File: config.mk
export PLATFORM = sky130hd
export DESIGN_NAME = program_loader_flat
export DESIGN_NICKNAME = d
export VERILOG_FILES = /design/src/rtl/loader_pkg.sv /design/src/rtl/program_loader_if.sv /design/src/rtl/byte_assembler.sv /design/src/rtl/program_loader.sv /design/src/flat_wrapper.sv
export SDC_FILE = /design/constraint.sdc
export NUM_CORES = 1
export LEC_CHECK = 0
export CAP_MARGIN = 10
export CORE_ASPECT_RATIO = 0.6
export CORE_MARGIN = 2
export CORE_UTILIZATION = 52
export DETAILED_ROUTE_END_ITERATION = 10
export GPL_ROUTABILITY_DRIVEN = 0
export PLACE_DENSITY = 0.77
export SYNTH_ARGS = -nofsm -noshare
export SYNTH_HDL_FRONTEND = slang
export SYNTH_SLANG_ARGS = --single-unit
File: constraint.sdc
create_clock -name clk -period 2.9 [get_ports clk]
set_input_delay 0.29 -clock clk [delete_from_list [all_inputs] [get_ports clk]]
set_output_delay 0.29 -clock clk [all_outputs]
set_load 0.02 [all_outputs]
File: src/rtl/loader_pkg.sv
// Shared types and frame-field widths for the boot-time program loader.
package loader_pkg;

  typedef enum logic [2:0] {HDR, DATA, CHK, DONE, ERR} state_t;

  localparam int unsigned BYTES_PER_WORD = 4;
  localparam int unsigned BYTE_W         = 8;
  localparam int unsigned WORD_W         = BYTE_W * BYTES_PER_WORD;
  localparam int unsigned LANE_W         = $clog2(BYTES_PER_WORD);

endpackage

File: src/rtl/program_loader_if.sv
// Byte-stream valid/ready channel feeding the program loader.
interface program_loader_if;

  logic       in_valid;
  logic [7:0] in_data;
  logic       in_ready;

  modport master (output in_valid, output in_data, input in_ready);
  modport slave  (input in_valid, input in_data, output in_ready);

endinterface

File: src/rtl/byte_assembler.sv
// Packs accepted bytes little-endian into 32-bit words; pulses word_valid on the last byte.
module byte_assembler
  import loader_pkg::*;
(
  input  logic              clk,
  input  logic              rst_n,
  input  logic              clear,
  input  logic              byte_valid,
  input  logic [BYTE_W-1:0] byte_data,
  output logic              word_valid,
  output logic [WORD_W-1:0] word,
  output logic              partial
);

  logic [LANE_W-1:0]        lane;
  logic [WORD_W-BYTE_W-1:0] low_bytes;

  // New bytes enter at the top so the first byte ends up in bits [7:0].
  always_ff @(posedge clk or negedge rst_n) begin
    if (!rst_n) begin
      lane      <= '0;
      low_bytes <= '0;
    end else if (clear) begin
      lane      <= '0;
      low_bytes <= '0;
    end else if (byte_valid) begin
      lane      <= lane + 1'b1;
      low_bytes <= {byte_data, low_bytes[WORD_W-BYTE_W-1:BYTE_W]};
    end
  end

  // word_valid must not depend on clear: clear is derived from the FSM's next state.
  assign word_valid = byte_valid && (lane == LANE_W'(BYTES_PER_WORD - 1));
  assign word       = {byte_data, low_bytes};
  assign partial    = (lane != '0);

endmodule

File: src/rtl/program_loader.sv
// Boot loader: receives header/words/checksum, writes instruction memory, releases the CPU.
module program_loader
  import loader_pkg::*;
#(
  parameter int unsigned MEM_WORDS      = 256,
  parameter int unsigned TIMEOUT_CYCLES = 1000000,
  parameter int unsigned CNT_W          = 16
) (
  input  logic                  clk,
  input  logic                  rst,
  program_loader_if.slave       in_if,
  input  logic                  reload,
  output logic                  imem_we,
  output logic [31:0]           imem_addr,
  output logic [31:0]           imem_wdata,
  output logic                  cpu_run,
  output logic                  busy,
  output logic                  err,
  output logic [CNT_W-1:0]      words_loaded
);

  localparam int unsigned TO_W = $clog2(TIMEOUT_CYCLES + 1);

  state_t            state, state_next;
  logic              accept, word_valid, partial, clear, timer_run, timed_out;
  logic [WORD_W-1:0] word, n_words, csum;
  logic [TO_W-1:0]   idle_cnt;

  assign in_if.in_ready = (state == HDR) || (state == DATA) || (state == CHK);
  assign accept         = in_if.in_valid && in_if.in_ready;
  assign busy           = in_if.in_ready;
  assign cpu_run        = (state == DONE);
  assign err            = (state == ERR);

  assign timer_run = (state == DATA) || (state == CHK) || ((state == HDR) && partial);
  assign timed_out = timer_run && !accept && (idle_cnt == TO_W'(TIMEOUT_CYCLES - 1));
  assign clear     = (state_next != state);

  byte_assembler u_asm (
    .clk        (clk),
    .rst_n      (rst),
    .clear      (clear),
    .byte_valid (accept),
    .byte_data  (in_if.in_data),
    .word_valid (word_valid),
    .word       (word),
    .partial    (partial)
  );

  always_ff @(posedge clk or negedge rst) begin
    if (!rst) state <= HDR;
    else      state <= state_next;
  end

  always_comb begin
    state_next = state;
    case (state)
      HDR: begin
        if (timed_out)       state_next = ERR;
        else if (word_valid) state_next = ((word == '0) || (word > WORD_W'(MEM_WORDS))) ? ERR : DATA;
      end
      DATA: begin
        if (timed_out) state_next = ERR;
        else if (word_valid && (WORD_W'(words_loaded) == n_words - 1)) state_next = CHK;
      end
      CHK: begin
        if (timed_out)       state_next = ERR;
        else if (word_valid) state_next = (word == csum) ? DONE : ERR;
      end
      DONE, ERR: begin
        if (reload) state_next = HDR;
      end
      default: state_next = HDR;
    endcase
  end

  always_ff @(posedge clk or negedge rst) begin
    if (!rst) idle_cnt <= '0;
    else if (!timer_run || accept) idle_cnt <= '0;
    else idle_cnt <= idle_cnt + 1'b1;
  end

  // words_loaded doubles as the write index; it holds its value in DONE/ERR until reload.
  always_ff @(posedge clk or negedge rst) begin
    if (!rst) begin
      n_words      <= '0;
      csum         <= '0;
      words_loaded <= '0;
      imem_we      <= 1'b0;
      imem_addr    <= '0;
      imem_wdata   <= '0;
    end else begin
      imem_we <= 1'b0;
      if ((state == HDR) && (state_next == DATA)) begin
        n_words      <= word;
        csum         <= '0;
        words_loaded <= '0;
      end
      if (((state == DONE) || (state == ERR)) && (state_next == HDR)) begin
        csum         <= '0;
        words_loaded <= '0;
      end
      if ((state == DATA) && word_valid) begin
        imem_we      <= 1'b1;
        imem_addr    <= 32'(words_loaded) << 2;
        imem_wdata   <= word;
        csum         <= csum ^ word;
        words_loaded <= words_loaded + 1'b1;
      end
    end
  end

endmodule

File: src/flat_wrapper.sv
// flat-port wrapper written by rule: the top's interface ports become plain ports
module program_loader_flat import loader_pkg::*;
#(
  parameter int unsigned MEM_WORDS      = 256,
  parameter int unsigned TIMEOUT_CYCLES = 1000000,
  parameter int unsigned CNT_W          = 16
)
  (clk, rst, reload, imem_we, imem_addr, imem_wdata, cpu_run, busy, err, words_loaded, in_if_in_valid, in_if_in_data, in_if_in_ready);
  program_loader_if in_if_i ();
  input  logic clk;
  input  logic rst;
  input  logic reload;
  output logic imem_we;
  output logic [31:0] imem_addr;
  output logic [31:0] imem_wdata;
  output logic cpu_run;
  output logic busy;
  output logic err;
  output logic [CNT_W-1:0] words_loaded;
  input wire logic [$bits(in_if_i.in_valid)-1:0] in_if_in_valid;
  input wire logic [$bits(in_if_i.in_data)-1:0] in_if_in_data;
  output wire logic [$bits(in_if_i.in_ready)-1:0] in_if_in_ready;
  assign in_if_i.in_valid = in_if_in_valid;
  assign in_if_i.in_data = in_if_in_data;
  assign in_if_in_ready = in_if_i.in_ready;
  program_loader #(.MEM_WORDS(MEM_WORDS), .TIMEOUT_CYCLES(TIMEOUT_CYCLES), .CNT_W(CNT_W)) u_core (.clk(clk), .rst(rst), .in_if(in_if_i), .reload(reload), .imem_we(imem_we), .imem_addr(imem_addr), .imem_wdata(imem_wdata), .cpu_run(cpu_run), .busy(busy), .err(err), .words_loaded(words_loaded));
endmodule
==> results of run 1 <==
==> cell usage after synthesis, types with 2 or more instances <==
master     instances  area share
buf_4             18       0.015
a21oi_1           80       0.044
nand2_1          161       0.067
nand4_1           11      0.0076
mux2_2            10       0.012
o2111ai_1          2      0.0019
and2_1            26       0.018
dfrtp_1          178        0.49
buf_2              2      0.0011
xor2_1            47       0.045
ha_1               5      0.0069
or2_2              2      0.0014
nor4b_1            8      0.0077
inv_1             26       0.011
xnor2_1           21       0.020
nand2b_1           4      0.0028
or3_1             11      0.0076
nor4_2             5      0.0069
o211a_1            2      0.0022
a41oi_1            2      0.0019
o211ai_1           2      0.0017
a21o_1             4      0.0033
nor3_1            18      0.0099
o22ai_1            2      0.0014
mux2i_1           28       0.031
and3_1            18       0.012
nor2b_1            3      0.0021
buf_6              2      0.0025
nor2_1            46       0.019
or4_4              2      0.0025
a31oi_1            7      0.0048
o21ai_0           29       0.016
nor3b_1            2      0.0017
nand3_1           18      0.0099
nor4_1            45       0.031
and3b_1            2      0.0019
or4_1              3      0.0025
clkbuf_1          57       0.024
nand3b_1           3      0.0025
o21a_1            34       0.028
==> stage by stage <==
stage	utilization	setup WS [ps]	hold slack (ps)	instances	setup TNS (ps)
3_5_place_dp	0.605	22.6	391	1270	0
2_1_floorplan	-	-9.45	-5.59	982	-83.1
6_report	0.646	6.59	465	1309	0
4_1_cts	0.640	10.6	480	1303	0
3_3_place_gp	0.605	98.0	386	1270	0
5_1_grt	0.646	-134	503	1309	-2120
==> metal layers <==
metal  track usage  routed length [µm]  vias up
li1              -                   -     3517
met1         0.404               11400     3725
met2         0.349                9770      317
met3        0.0554                2010       17
met4        0.0464                 158        0
met5             0                   0        -
==> repair_timing <==
| action | CTS | global route |
|---|---|---|
| hold endpoints to repair | 78 | 0 |
| gates resized for setup | 0 | 7 |
| buffers inserted | 0 | 4 |
| setup endpoints to repair | 0 | 26 |
| hold buffers | 1 | 0 |
==> registers in the layout, indices dropped and copies added (netlist names) <==
name	cells
u_core.u_asm.low_bytes	24
u_core.imem_addr	16
u_core.n_words	32
u_core.csum	32
u_core.idle_cnt	20
u_core.state	3
u_core.words_loaded	16
u_core.imem_we	1
u_core.imem_wdata	32
u_core.u_asm.lane	2
==> path summary, 6_finish.rpt <==
check,endpoint,slack (ps),depth (start not counted)
setup / recovery,u_core.u_asm.low_bytes[17]$_DFFE_PN0P_,7,9
hold / removal,u_core.imem_addr[12]$_DFFE_PN0P_,460,2
setup reg to reg,u_core.u_asm.low_bytes[17]$_DFFE_PN0P_,7,9
hold reg to reg,u_core.imem_wdata[10]$_DFFE_PN0P_,480,2
max in group asynchronous,u_core.csum[1]$_DFFE_PN0P_,1630,3
min in group clk,u_core.imem_wdata[10]$_DFFE_PN0P_,480,2
==> worst max-delay path, stage by stage, from the launching register on <==
cell	delay, ps
dfrtp_2	440
or4_4	580
or4_4	540
o21a_1	200
nor3_2	200
nand4b_1	170
nor4_4	250
buf_6	170
clkbuf_16	150
nor4_1	50
==> report_power, final <==
group | total [mW] | internal (mW) | switching (mW)
sequential | 3.90 | 3.14 | 0.757
combinational | 3.18 | 1.41 | 1.77
clock | 2.31 | 1.23 | 1.09
total | 9.39 | 5.78 | 3.61
==> final cells by class <==
class	count	area share
clock inverters	15	0.0148
well taps	234	0.0265
repair buffers	140	0.124
clock buffers	17	0.0384
inverters	27	0.00916
flip-flops and latches	178	0.403
multi-input cells	698	0.385
==> cells by family after synthesis <==
family                     Yosys count  synth area share
xor gates and xnor gates            68            0.0656
DFF                                178             0.491
muxes                               38            0.0433
other                                1          0.000413
and+or+nand+nor                    398             0.226
adders and majority gates            5           0.00689
buffers and inverters              106            0.0532
AOI/OAI and AO/OA                  173             0.114
==> flow_metrics.py, run 1 <==
metrics = {
    "run_status": {
        "status": "complete, no violations",
    },
    "cts": {
        "h-tree-depth": 4,
        "path_clk_slew_ps": 70,
        "cts_made_buffers": 17,
        "root_buffer": "clkbuf_16",
        "clock_latency_ps": 430,
        "clkSinkCount": 178,
        "cts_tree": "yes",
        "clockBufferDepth": 2,
    },
    "power_and_ir_drop": {
        "powerDensity_mw_per_mm2": 848,
        "vdd_drop_max_mv": 0.399,
        "power_mw": 9.39,
        "p_leak_nw": 5.22,
    },
    "critical_path": {
        "end_kind": "flip-flop",
        "critPathArrivalTime_ps": 3180,
        "crit_required_ps": 3190,
        "critical_path_class": "flip-flop to flip-flop",
        "crit_fanout": 7,
        "rr_startpoint": "u_core.n_words[2]$_DFFE_PN0P_",
        "worstSetupStartpointType": "flip-flop",
        "crit_start": "u_core.n_words[2]$_DFFE_PN0P_",
    },
    "hold_path": {
        "hold_class": "input port to asynchronous set/reset pin",
    },
    "synthesis": {
        "syn_area_mm2": 0.00908,
        "synth.distinct_cells": 61,
        "synth_edf_count": 0,
        "synth_seq_cells": 178,
        "syn_inst": 967,
        "yosysSeqAreaShare": 0.491,
        "syn_avg_cell_area_um2": 9.39,
        "synth_ff_type": "dfrtp_1",
        "async_flop_share": 1.00,
        "yosysWarnings": 0,
    },
    "place": {
        "port-buffer-count": 80,
        "hpwl_um": 15500,
        "place_area_mm2": 0.0104,
    },
    "route": {
        "finalWirelength_um": 23400,
        "drc": 0,
        "detail-route-antenna-nets": 0,
        "vias": 7576,
        "drt-vias-per-instance": 5.79,
        "first_pass_iters": 5,
        "wl_per_cell_um": 17.8,
        "first_iter_violations": 784,
    },
    "sta": {
        "min_period_ps": 2890,
        "slew_violations": 0,
        "skew_ps": 15.0,
        "period_share": 0.998,
        "fmax_mhz": 346,
        "tightest_slew_ps": 785,
        "finalSetupViolCount": 0,
        "hold_viol": 0,
        "rsz0062_at_grt": "true",
        "slew_headroom": 0.477,
    },
    "die": {
        "initial_core_util": 0.530,
        "fp.dieH_um": 106,
        "core_area_mm2": 0.0171,
        "num_rows": 37,
        "ios": 97,
        "dieArea_mm2": 0.0186,
        "fp.dieW_um": 175,
    },
    "global_routing": {
        "grt_usage": 0.253,
        "overflow": 0,
        "grt_max_degree": 96,
        "grt_antenna_before_repair": 0,
        "grt_pass1_vias": 6887,
        "grt_first_pass_wirelength_um": 37100,
    },
    "cells_and_area": {
        "fillCellCount": 1387,
        "final_common_cell": "dfrtp_1",
        "layout_common_cells": "dfrtp_1 (176), nand2_1 (161), a21oi_1 (80), clkdlybuf4s50_1 (79), buf_4 (49)",
        "antennaDiodeCount": 0,
        "register_area_mm2": 0.00446,
        "area_growth_syn_to_layout_pct": 21.9,
        "final_area_mm2": 0.0111,
        "layout.nets": 1079,
        "drive_gt1_frac": 0.120,
        "multi_input_area_mm2": 0.00426,
    },
    "job": {
        "maxCapViolCount": 0,
    },
}
No activity file was read; power rests on OpenSTA's default activity.
==> run 2, diff against run 1 <==
--- a/config.mk
+++ b/config.mk
@@ -11,7 +11,8 @@
 export CORE_UTILIZATION = 52
 export DETAILED_ROUTE_END_ITERATION = 10
 export GPL_ROUTABILITY_DRIVEN = 0
-export PLACE_DENSITY = 0.77
+export PLACE_DENSITY = 0.75
+export SKIP_CTS_REPAIR_TIMING = 1
 export SYNTH_ARGS = -nofsm -noshare
 export SYNTH_HDL_FRONTEND = slang
 export SYNTH_SLANG_ARGS = --single-unit
==> run 2 against run 1 <==
- final cell count fell by 0.38%
- sequential share of layout area is essentially flat
- via count fell by 1.3%
- die area unchanged
- critical path type unchanged
- global-route usage increased by 0.18 points
- clock power rose by 8.7%
- setup slack improved by 82 ps
- combinational power about the same
- power rose by 1.4%
- wire length down 0.99%
- clock skew shrank 5.1 ps
==> flow_metrics.py, run 2 (synthesis results as in run 1) <==
metrics = {
    "sta": {
        "slew_headroom": 0.572,
        "hold_ws_ps": 437,
        "period_share": 0.969,
        "fmax_mhz": 356,
        "tightest_slew_ps": 643,
        "slew_violations": 0,
        "hold_viol": 0,
        "finalSetupViolCount": 0,
        "min_period_ps": 2810,
        "skew_ps": 9.93,
    },
    "critical_path": {
        "critical_path_class": "flip-flop to flip-flop",
        "worst_path_largest_cell_delay_ps": 590,
        "crit_fanout": 13,
        "critPathArrivalTime_ps": 3100,
        "worstSetupStartpointType": "flip-flop",
        "slowest_stage": "or4_4",
        "end_kind": "flip-flop",
        "crit_chain": "or4_4, or4_4, o21a_1, nor3_2, nand4b_1, nor4_4, buf_6, buf_12, nor4_1",
        "crit_required_ps": 3190,
        "crit_top_cell": "or4_4",
    },
    "die": {
        "ios": 97,
        "num_rows": 37,
        "dieArea_mm2": 0.0186,
        "fp.dieW_um": 175,
        "core_area_mm2": 0.0171,
        "fp.dieH_um": 106,
        "initial_core_util": 0.530,
    },
    "power_and_ir_drop": {
        "seqPwrFrac": 0.405,
        "vdd_drop_max_mv": 0.416,
        "power_frac_comb": 0.331,
        "switching_share": 0.375,
        "power.switching_mw": 3.58,
        "pwr-share-clk": 0.264,
        "powerDensity_mw_per_mm2": 861,
        "p_int_mw": 5.95,
        "p_leak_nw": 5.23,
    },
    "place": {
        "port-buffer-count": 80,
        "place_area_mm2": 0.0103,
        "hpwl_um": 15500,
    },
    "route": {
        "first_pass_iters": 5,
        "vias": 7476,
        "drc": 0,
        "detail-route-antenna-nets": 0,
        "finalWirelength_um": 23100,
        "first_iter_violations": 558,
        "wl_per_cell_um": 17.7,
        "drt-vias-per-instance": 5.73,
    },
    "job": {
        "maxCapViolCount": 0,
    },
    "cts": {
        "h-tree-depth": 4,
        "clkSinkCount": 178,
        "root_buffer": "clkbuf_16",
        "clockBufferDepth": 2,
        "path_clk_slew_ps": 70,
        "cts_tree": "yes",
        "clock_latency_ps": 430,
        "cts_made_buffers": 17,
    },
    "global_routing": {
        "grt_max_degree": 70,
        "grt_antenna_before_repair": 0,
        "grt_first_pass_wirelength_um": 37300,
        "overflow": 0,
        "grt_pass1_vias": 6932,
        "grt_usage": 0.254,
    },
    "cells_and_area": {
        "layout_common_cells": "dfrtp_1 (177), nand2_1 (161), a21oi_1 (80), clkdlybuf4s50_1 (79), xor2_1 (47)",
        "largestRegisters": "u_core.csum x32, u_core.imem_wdata x32, u_core.n_words x32",
        "area_growth_syn_to_layout_pct": 21.9,
        "antennaDiodeCount": 0,
        "drive_gt1_frac": 0.116,
        "final_common_cell": "dfrtp_1",
        "final_area_mm2": 0.0111,
        "layout.nets": 1074,
        "fillCellCount": 1417,
    },
    "hold_path": {
        "hold_class": "input port to asynchronous set/reset pin",
    },
    "run_status": {
        "status": "complete, no violations",
    },
}
run 2: power by group through the flow:
stage | Combinational [mW] | Clock, mW | Sequential, mW
after floorplan | 1.66 | 0 | 3.95
after global placement | 3.03 | 0 | 3.85
after detailed placement | 3.11 | 0 | 3.87
after CTS | 3.13 | 2.54 | 3.83
after global routing | 3.46 | 2.65 | 3.95
final | 3.15 | 2.51 | 3.86
run 2: stage by stage:
step | std cells | worst slack, ps | TNS [ps] | power (mW) | util
5_1_grt | 1304 | -29.0 | -390 | 10.1 | 0.646
3_5_place_dp | 1267 | 41.4 | 0 | 6.98 | 0.603
6_report | 1304 | 88.7 | 0 | 9.52 | 0.646
3_3_place_gp | 1267 | 82.2 | 0 | 6.88 | 0.603
2_1_floorplan | 982 | -9.45 | -83.1 | 5.61 | -
4_1_cts | 1299 | 23.0 | 0 | 9.51 | 0.640
run 2: cell type report:
class                      count  area [µm²]  area share
inverter                      27         101     0.00916
multi-input combinational    698        4260       0.385
tap                          234         293      0.0265
sequential                   178        4460       0.403
timing repair buffer         135        1320       0.119
clock buffer                  17         425      0.0385
clock inverter                15         210      0.0190
run 2: worst paths after layout:
check | from | end | slack (ps) | cells after the start
worst max-delay path | u_core.n_words[2]$_DFFE_PN0P_ | u_core.u_asm.low_bytes[2]$_DFFE_PN0P_ | 90 | 9
worst min-delay path | rst | u_core.imem_addr[12]$_DFFE_PN0P_ | 440 | 2
worst max register to register | u_core.n_words[2]$_DFFE_PN0P_ | u_core.u_asm.low_bytes[2]$_DFFE_PN0P_ | 90 | 9
worst min register to register | u_core.imem_wdata[3]$_DFFE_PN0P_ | u_core.imem_wdata[3]$_DFFE_PN0P_ | 480 | 2
max in group asynchronous | rst | u_core.n_words[2]$_DFFE_PN0P_ | 1730 | 3
min in group clk | u_core.imem_wdata[3]$_DFFE_PN0P_ | u_core.imem_wdata[3]$_DFFE_PN0P_ | 480 | 2
run 2: per-layer routing:
metal / share of wire / routed length, µm / GRT usage
met5: 0 / 0 / 0
met4: 0.011 / 262 / 0.0625
met3: 0.083 / 1910 / 0.0587
met2: 0.41 / 9490 / 0.349
met1: 0.50 / 11500 / 0.401
run 2: critical path, delay by kind of cell (launching register included):
family | cells | cell delay [ps]
buf+inv | 2 | 320
flops | 1 | 450
compound gates | 1 | 200
simple gates | 6 | 1710
==> run 3, diff against run 2 <==
--- a/config.mk
+++ b/config.mk
@@ -10,7 +10,6 @@
 export CORE_MARGIN = 2
 export CORE_UTILIZATION = 52
 export DETAILED_ROUTE_END_ITERATION = 10
-export GPL_ROUTABILITY_DRIVEN = 0
 export PLACE_DENSITY = 0.75
 export SKIP_CTS_REPAIR_TIMING = 1
 export SYNTH_ARGS = -nofsm -noshare
==> results of run 3 <==
No change in the layout: final DEF, timing and power equal those of run 2.
